## src/rtl/axi_read_responder.sv

```systemverilog
// AXI read responder: queues AR bursts in order and replays each on R after a
// per-request latency, with beat data derived from the beat address.
module axi_read_responder #(
    parameter int ADDR_BITS            = 16,
    parameter int TID_WIDTH            = 8,
    parameter int BURST_LEN_WIDTH      = 8,
    parameter int LOG_BLOCK_DATA_BYTES = 0,
    parameter int LOG_QUEUE_SIZE       = 3,
    parameter int LATENCY_WIDTH        = 8
) (
    input  logic                                   clk,
    input  logic                                   resetN,
    input  logic                                   s_ar_valid,
    output logic                                   s_ar_ready,
    input  logic [ADDR_BITS-1:0]                   s_ar_addr,
    input  logic [BURST_LEN_WIDTH-1:0]             s_ar_len,
    input  logic [TID_WIDTH-1:0]                   s_ar_id,
    output logic                                   m_r_valid,
    input  logic                                   m_r_ready,
    output logic [(8<<LOG_BLOCK_DATA_BYTES)-1:0]   m_r_data,
    output logic [TID_WIDTH-1:0]                   m_r_id,
    output logic                                   m_r_last,
    input  logic [LATENCY_WIDTH-1:0]               crs_latency,
    output logic [LOG_QUEUE_SIZE:0]                occupancy
);
    localparam int DATA_W = 8 << LOG_BLOCK_DATA_BYTES;
    localparam int DEPTH  = 1 << LOG_QUEUE_SIZE;
    localparam logic [LOG_QUEUE_SIZE:0] OCC_FULL = (LOG_QUEUE_SIZE+1)'(DEPTH);

    typedef enum logic {IDLE, BURST} state_t;

    state_t                       state_q, state_d;
    logic [BURST_LEN_WIDTH-1:0]   beat_q, beat_d;
    logic [LOG_QUEUE_SIZE-1:0]    head_q, head_d, tail_q, tail_d;
    logic [LOG_QUEUE_SIZE:0]      occ_q, occ_d;
    logic [LATENCY_WIDTH-1:0]     cnt_q [DEPTH];
    logic [LATENCY_WIDTH-1:0]     cnt_d [DEPTH];

    logic [ADDR_BITS-1:0]         addr_mem [DEPTH];
    logic [BURST_LEN_WIDTH-1:0]   len_mem  [DEPTH];
    logic [TID_WIDTH-1:0]         id_mem   [DEPTH];

    logic                         push, pop, beat_hs, busy, last_beat;
    logic [ADDR_BITS-1:0]         beat_addr;

    assign s_ar_ready = resetN && (occ_q != OCC_FULL);
    assign push       = s_ar_valid && s_ar_ready;
    assign busy       = (state_q == BURST);
    assign last_beat  = (beat_q == len_mem[head_q]);
    assign beat_hs    = busy && m_r_ready;
    assign pop        = beat_hs && last_beat;

    // Beat address wraps within the AR address space; DATA_W cast keeps low bits.
    assign beat_addr  = addr_mem[head_q] + (ADDR_BITS'(beat_q) << LOG_BLOCK_DATA_BYTES);

    assign m_r_valid  = busy;
    assign m_r_data   = busy ? DATA_W'(beat_addr) : '0;
    assign m_r_id     = busy ? id_mem[head_q] : '0;
    assign m_r_last   = busy && last_beat;
    assign occupancy  = occ_q;

    always_comb begin
        tail_d  = push ? tail_q + 1'b1 : tail_q;
        head_d  = pop ? head_q + 1'b1 : head_q;
        occ_d   = occ_q;
        state_d = state_q;
        beat_d  = beat_q;
        case ({push, pop})
            2'b10:   occ_d = occ_q + 1'b1;
            2'b01:   occ_d = occ_q - 1'b1;
            default: occ_d = occ_q;
        endcase
        for (int i = 0; i < DEPTH; i++) begin
            if (push && (tail_q == LOG_QUEUE_SIZE'(i)))
                cnt_d[i] = crs_latency;
            else if (cnt_q[i] != '0)
                cnt_d[i] = cnt_q[i] - 1'b1;
            else
                cnt_d[i] = cnt_q[i];
        end
        // Eligibility looks at next-cycle head so a ready entry starts without a bubble.
        case (state_q)
            IDLE: begin
                if ((occ_d != '0) && (cnt_d[head_d] == '0)) begin
                    state_d = BURST;
                    beat_d  = '0;
                end
            end
            BURST: begin
                if (beat_hs) begin
                    if (last_beat) begin
                        beat_d  = '0;
                        state_d = ((occ_d != '0) && (cnt_d[head_d] == '0)) ? BURST : IDLE;
                    end else begin
                        beat_d = beat_q + 1'b1;
                    end
                end
            end
            default: state_d = IDLE;
        endcase
    end

    always_ff @(posedge clk or negedge resetN) begin
        if (!resetN) begin
            state_q <= IDLE;
            beat_q  <= '0;
            head_q  <= '0;
            tail_q  <= '0;
            occ_q   <= '0;
            for (int i = 0; i < DEPTH; i++) cnt_q[i] <= '0;
        end else begin
            state_q <= state_d;
            beat_q  <= beat_d;
            head_q  <= head_d;
            tail_q  <= tail_d;
            occ_q   <= occ_d;
            for (int i = 0; i < DEPTH; i++) cnt_q[i] <= cnt_d[i];
        end
    end

    always_ff @(posedge clk) begin
        if (push) begin
            addr_mem[tail_q] <= s_ar_addr;
            len_mem[tail_q]  <= s_ar_len;
            id_mem[tail_q]   <= s_ar_id;
        end
    end
endmodule

```

## config.mk

```make
export PLATFORM = sky130hd
export DESIGN_NAME = axi_read_responder
export DESIGN_NICKNAME = d
export VERILOG_FILES = /design/src/rtl/axi_read_responder.sv
export SDC_FILE = /design/constraint.sdc
export NUM_CORES = 1
export LEC_CHECK = 0
export BUFFER_PORTS_ARGS = -buffer_cell sky130_fd_sc_hd__buf_2
export CAP_MARGIN = 20
export CORE_MARGIN = 4
export CORE_UTILIZATION = 62
export DETAILED_ROUTE_END_ITERATION = 10
export PLACE_DENSITY_LB_ADDON = 0.1
export RECOVER_POWER = 50
export SLEW_MARGIN = 25
export SYNTH_ARGS = -nofsm -noshare
export SYNTH_HDL_FRONTEND = slang
export SYNTH_SLANG_ARGS = --single-unit
```

## constraint.sdc

```tcl
create_clock -name clk -period 5.1 [get_ports clk]
set_input_delay 0.255 -clock clk [delete_from_list [all_inputs] [get_ports clk]]
set_output_delay 0.255 -clock clk [all_outputs]
set_load 0.05 [all_outputs]
```

==> results of run 1 <==
## cell families (layout without fill, tap and decap cells)
family / after synthesis / count (layout) / share of synthesized area
xor+xnor: 61 / 61 / 0.03991
other cells: 0 / 1 / 0
compound gates: 176 / 176 / 0.08151
fa+ha+maj: 35 / 35 / 0.03327
mux: 96 / 96 / 0.1109
simple gates: 328 / 328 / 0.1244
flops: 275 / 275 / 0.5858
buf+inv: 78 / 189 / 0.02421
## state kept, by name (all words and copies together), names as in the netlist
| signal | count |
|---|---|
| cnt_q | 64 |
| beat_q | 8 |
| m_r_valid | 1 |
| tail_q | 3 |
| id_mem | 64 |
| head_q | 3 |
| len_mem | 64 |
| addr_mem | 64 |
| occupancy | 4 |
## cell usage in the layout (no fill, tap or decap), drive strengths merged, types with 18 or more instances in the layout
master and count:
a21oi 41, buf 49, clkbuf 64, dfrtp 83, dlygate4sd3 24, edfxtp 192, ha 34, inv 36
mux2i 41, mux4 40, nand2 81, nand3 18, nor2 88, nor3 26, o21ai 62, xnor2 42
xor2 19
## through the flow
| step | setup WS [ps] | instance area [um2] | instances | hold WS, ps | util |
|---|---|---|---|---|---|
| 6_report | 422.1 | 15160 | 1436 | 105.3 | 0.7165 |
| 5_1_grt | 10.68 | 15150 | 1435 | 92.38 | 0.7164 |
| 4_1_cts | 345.8 | 15200 | 1435 | 2.850 | 0.7184 |
| 3_5_place_dp | 383.0 | 14030 | 1362 | 203.7 | 0.6632 |
| 3_3_place_gp | 459.5 | 14030 | 1362 | 198.8 | 0.6632 |
| 2_1_floorplan | 287.6 | 13390 | 1049 | -40.59 | - |
## worst register-to-register path, delay by kind of cell (launching register included)
family,cells,cell delay (ps)
simple gates,6,1450
compound gates,5,1030
mux,2,750
flops,1,540
xor+xnor,2,360
buf+inv,2,230
fa+ha+maj,1,220
## per-layer routing
| metal | vias to the layer above | wire length (um) | GRT usage |
|---|---|---|---|
| met2 | 209 | 14300 | 0.4171 |
| li1 | 4130 | - | - |
| met4 | 0 | 882 | 0.08074 |
| met1 | 4246 | 12430 | 0.3422 |
| met3 | 61 | 1412 | 0.03004 |
| met5 | - | 0 | 0 |
## worst paths after layout
path                              start           end  slack [ps]  cells after the start
setup reg to reg              head_q[0]     beat_q[5]         420                     18
hold / removal                m_r_ready     beat_q[6]         110                      3
setup / recovery              head_q[0]     beat_q[5]         420                     18
min in group asynchronous        resetN     tail_q[2]         190                      2
hold reg to reg            occupancy[0]  occupancy[0]         610                      2
max in group asynchronous        resetN     head_q[0]        3630                      3
## power by group through the flow
stage | clock network, mW | logic, mW | registers (mW)
6_report | 2.07 | 3.20 | 3.32
3_5_place_dp | 0 | 3.19 | 3.35
4_1_cts | 2.09 | 3.23 | 3.31
5_1_grt | 2.20 | 3.54 | 3.39
2_1_floorplan | 0 | 2.50 | 3.27
3_3_place_gp | 0 | 3.12 | 3.34
## area by class of cell
type | count | area (um2)
Sequential cell | 275 | 7848
Tap cell | 275 | 344.1
Inverter | 36 | 135.1
Timing Repair Buffer | 104 | 655.6
Clock buffer | 33 | 740.7
Antenna cell | 1 | 2.502
Fill cell | 1478 | 5997
Multi-Input combinational cell | 696 | 5245
Clock inverter | 16 | 186.4
## timing repair
| item | CTS | global route |
|---|---|---|
| hold buffers | 24 | 0 |
| hold endpoints to repair | 198 | 0 |
| setup buffers | 0 | 0 |
| gates resized for setup | 0 | 1 |
| setup endpoints to repair | 0 | 6 |
==> metrics.txt, run 1 <==
outcome=completed; NetSw=3.199 mW; clock sinks=275; # DRC=0; Die H=154.9 um; Syn Std Cell Area=13,390 um2; VDD IR-drop max=0.0007232 V; count leader, synth=edfxtp_1; htree depth=1; skew final=13.94 ps; initial core utilization=0.6328; max cap viols=0; Yosys top cell area share=0.4307; crit-path cells=mux4_1 > mux2i_1 > xor2_1 > o221ai_1 > or4_1 > nor2_2 > buf_4 > ha_1 > nand2b_1 > a21oi_1 > nor3_1 > a211oi_1 > xnor2_1 > inv_1 > or4_1 > o211ai_1 > nor4_4 > a211oi_1; Setup crit start kind=register; IO Port Bufs=58; core area=21,150 um2; Ys Warns=0; pins over their slew limit=0; Syn-to-layout area delta=13.23%; Ports=67; clock root cell=clkbuf_16; top cells by area, synth=edfxtp_1 (43%), dfrtp_1 (16%), mux4_2 (6.6%), ha_1 (3.2%), mux2i_1 (3.1%); TritonCTS clock tree=built; post-synthesis sequential area ratio=0.5858; Routability Congestion=0.8467; aggregate global-route resource usage=0.2482; min Tclk post-route=4678 ps; first-pass GRT wire length=47,140 um; worst-path maximum fanout=10; CTS clk-pin slew, worst paths=60 ps; Syn Inst Count=1,049; Synth cell types=72; worst skew pair latency=540 ps; fraction of registers with async set/reset=0.3018; antenna violations before repair=0; CP bufs+invs=2; crit path capture type=register; number of synthesized register bits=275; vias in the first global route=8,728; CP max stage cell=mux4_1; final net count=1,220; Int Pwr=5.385 mW; worst hold path class=in -> reg; Die W=154.9 um; pwr dens=566.3 nW/um2; # rows=53; worst slew pin tran=851.8 ps; Leakage=5.441 nW; vias per cell=6.021; Switching Share=0.3727; largest area contributor in the netlist=edfxtp_1; clock power share=0.241; syn_area_per_cell=12.76 um2; TritonRoute pass-1 iters=5; max incr delay on CP=570 ps; DRT iter0 DRCs=585; Power, Total=8.584 mW; Final ANT Viol Nets=0; die area=24,010 um2; combinational share of power=0.373; final setup violating endpoints=0; final worst-path cycle share=0.9172; FMAX=213.8 MHz; Main synth FF type=edfxtp_1; Post-DP HPWL=18,390 um; part of the power in registers=0.386; Mapped Nets=1,128; unrepaired setup endpoints after global routing=no; Via Count=8,646; CP Data Arrival Time=5120 ps; wire per inst=20.21 um; final WL=29,020 um; setup TNS=0 ps; Clock Path Buffers=3; Setup CP Type=reg -> reg; Rel. slew slack=0.4322; Commonest cells post-synth=edfxtp_1 (192), nor2_1 (87), dfrtp_1 (83); EDFF count, synth=192; Critical Path RT=5540 ps; Num CTS Buffers=28; share of cells above drive strength 1=0.1448; CP top delay family=simple AND/OR/NAND/NOR gates; largest net degree at the start of global routing=66; GRT overflow=0; count of final hold-check violations=0
(Power assumes the default switching activity.)
==> inputs of run 2 (changes only) <==
==> constraint.sdc (replaced) <==
create_clock -name clk -period 4.5 [get_ports clk]
set_input_delay 0.225 -clock clk [delete_from_list [all_inputs] [get_ports clk]]
set_output_delay 0.225 -clock clk [all_outputs]
set_load 0.05 [all_outputs]
==> metrics.txt, run 2 (synthesized netlist as in run 1, its figures left out) <==
Rel. slew slack=0.3992 (was 0.4322); Int Pwr=6.427 mW (was 5.385 mW); Via Count=8,830 (was 8,646); worst setup margin=-2.231 ps (was 422.1 ps); DRT iter0 DRCs=643 (was 585); WHS=47.15 ps (was 105.3 ps); CP Data Arrival Time=4950 ps (was 5120 ps); Ports=67 (unchanged); worst hold path class=in -> reg (unchanged); CP max stage cell=or4_4 (was mux4_1); TritonRoute pass-1 iters=5 (unchanged); Design Area, Final=15,530 um2 (was 15,160 um2); Finished Layout Cells=1,452 (was 1,436); R2R Setup Slk=-2 ps (was 420 ps); utilization after layout=0.7343 (was 0.7165); setup TNS=-2.231 ps (was 0 ps); violated checks=negative setup slack; skew final=15.49 ps (was 13.94 ps); Critical Path RT=4940 ps (was 5540 ps); reg2reg end=beat_q[6] (was beat_q[5]); GRT overflow=0 (unchanged); first-pass GRT wire length=47,700 um (was 47,140 um); placed standard-cell area=14,090 um2 (was 14,030 um2); Num CTS Buffers=29 (was 28); largest net degree at the start of global routing=69 (was 66); max cap viols=0 (unchanged); Die H=154.9 um (unchanged); min-delay src=crs_latency[5] (was m_r_ready); placed cells=1,367 (was 1,362); vias in the first global route=8,823 (was 8,728); crit-path cells=mux4_2 > mux2i_1 > xor2_1 > o221ai_2 > or4_4 > nor2_4 > ha_4 > xor2_1 > ha_2 > a21oi_2 > xor2_1 > nor2_1 > xnor2_1 > inv_1 > or4_4 > o211ai_1 > nor4_4 > a311oi_1 (was mux4_1 > mux2i_1 > xor2_1 > o221ai_1 > or4_1 > nor2_2 > buf_4 > ha_1 > nand2b_1 > a21oi_1 > nor3_1 > a211oi_1 > xnor2_1 > inv_1 > or4_1 > o211ai_1 > nor4_4 > a211oi_1); core area=21,150 um2 (unchanged); Power, Total=10.17 mW (was 8.584 mW); count of final hold-check violations=0 (unchanged); pre-CTS WS=-104.5 ps (was 383.0 ps); pwr dens=654.7 nW/um2 (was 566.3 nW/um2); pins over their slew limit=0 (unchanged); VDD IR-drop max=0.0009054 V (was 0.0007232 V); NetSw=3.743 mW (was 3.199 mW); Leakage=5.598 nW (was 5.441 nW); crit path capture type=register (unchanged); max incr delay on CP=560 ps (was 570 ps); commonest non-fill, non-tap cells in the layout=edfxtp_1 (192), nand2_1 (81), dfrtp_1 (81) (was edfxtp_1 (192), nor2_1 (81), nand2_1 (81), dfrtp_1 (81), o21ai_0 (62)); aggregate global-route resource usage=0.2502 (was 0.2482); worst skew pair latency=540 ps (about the same); FMAX=222.1 MHz (was 213.8 MHz); die area=24,010 um2 (unchanged); htree depth=1 (unchanged); most common cell after layout, fill and taps aside=edfxtp_1 (unchanged); Post-DP HPWL=18,620 um (was 18,390 um); Final ANT Viol Nets=0 (unchanged); share of cells above drive strength 1=0.1801 (was 0.1448); clock root cell=clkbuf_16 (unchanged); final WL=29,770 um (was 29,020 um); Die W=154.9 um (unchanged); final worst-path cycle share=1.000 (was 0.9172); cell mode on critical path=xor2_1; CTS clk-pin slew, worst paths=70 ps (was 60 ps); clock sinks=275 (unchanged); IO Port Bufs=58 (unchanged); worst-path maximum fanout=7 (was 10); # DRC=0 (unchanged); Switching Share=0.3680 (was 0.3727); Syn-to-layout area delta=16.04% (was 13.23%); diode count=0 (was 1); unrepaired setup endpoints after global routing=yes (was no); Routability Congestion=0.8647 (was 0.8467); min Tclk post-route=4502 ps (was 4678 ps); reg2reg path depth=18 (unchanged); Setup CP Type=reg -> reg (unchanged); Clock Path Buffers=3 (unchanged); part of the power in registers=0.370 (was 0.386); # rows=53 (unchanged); antenna violations before repair=0 (unchanged); vias per cell=6.081 (was 6.021); Setup crit start kind=register (unchanged); hold endpoint=cnt_q[29] (was beat_q[6]); hold path depth=3 (unchanged); combinational share of power=0.369 (was 0.373); worst slew pin tran=900.2 ps (was 851.8 ps); wire per inst=20.50 um (was 20.21 um); final net count=1,233 (was 1,220); initial core utilization=0.6328 (unchanged); clock power share=0.260 (was 0.241); TritonCTS clock tree=built (unchanged); outcome=complete, but fails checks (was completed); final setup violating endpoints=1 (was 0); RR Startpoint=head_q[0] (unchanged)
run 2: changes by cell type in the layout (fill, tap and decap cells not counted), moves of 3 or more:
cell,change
mux2i_2,+3
clkinv_2,-3
buf_4,+10
mux2i_1,-3
ha_1,-3
bufinv_16,+4
buf_2,+3
clkbuf_1,-8
run 2: cell type report:
class | count | area (um2)
flip-flops and latches | 275 | 7848
well taps | 275 | 344.1
inverters | 36 | 135.1
repair buffers | 116 | 793.3
fillers | 1397 | 5620
multi-input cells | 696 | 5343
clock inverters | 22 | 334.1
clock buffers | 32 | 737.0
run 2: critical path, delay by kind of cell (launching register included):
kind,cells,cell delay [ps]
flops,1,460
simple gates,5,1440
fa+ha+maj,2,370
mux,2,690
buf+inv,1,70
xor+xnor,4,730
compound gates,4,640
run 2: what timing repair did:
action,in CTS,in global routing
endpoints found under the setup margin,6,9
endpoints found under the hold margin,216,0
pin swaps,3,16
hold buffers,26,0
setup buffers,0,5
resized for setup,3,23
run 2: worst max path at each step:
| stage | from | end |
|---|---|---|
| final | head_q[0] | beat_q[6] |
| after global routing | head_q[0] | beat_q[6] |
| after CTS | head_q[0] | beat_q[0] |
| after detailed placement | head_q[0] | beat_q[0] |
| after global placement | head_q[0] | beat_q[0] |
| after floorplan | head_q[0] | m_r_data[3] |
run 2: per-layer routing:
layer / share of wire / GRT usage / vias up
met5: 0 / 0 / -
li1: - / - / 4157
met4: 0.027 / 0.07149 / 0
met1: 0.42 / 0.3468 / 4353
met3: 0.060 / 0.03199 / 54
met2: 0.49 / 0.4220 / 266
run 2: power groups by stage:
stage | registers (mW) | clock network, mW | logic [mW]
floorplan | 3.70 | 0 | 2.85
global placement | 3.79 | 0 | 3.55
detailed placement | 3.80 | 0 | 3.63
CTS | 3.76 | 2.68 | 3.69
global route | 3.84 | 2.81 | 4.13
finish | 3.77 | 2.65 | 3.76
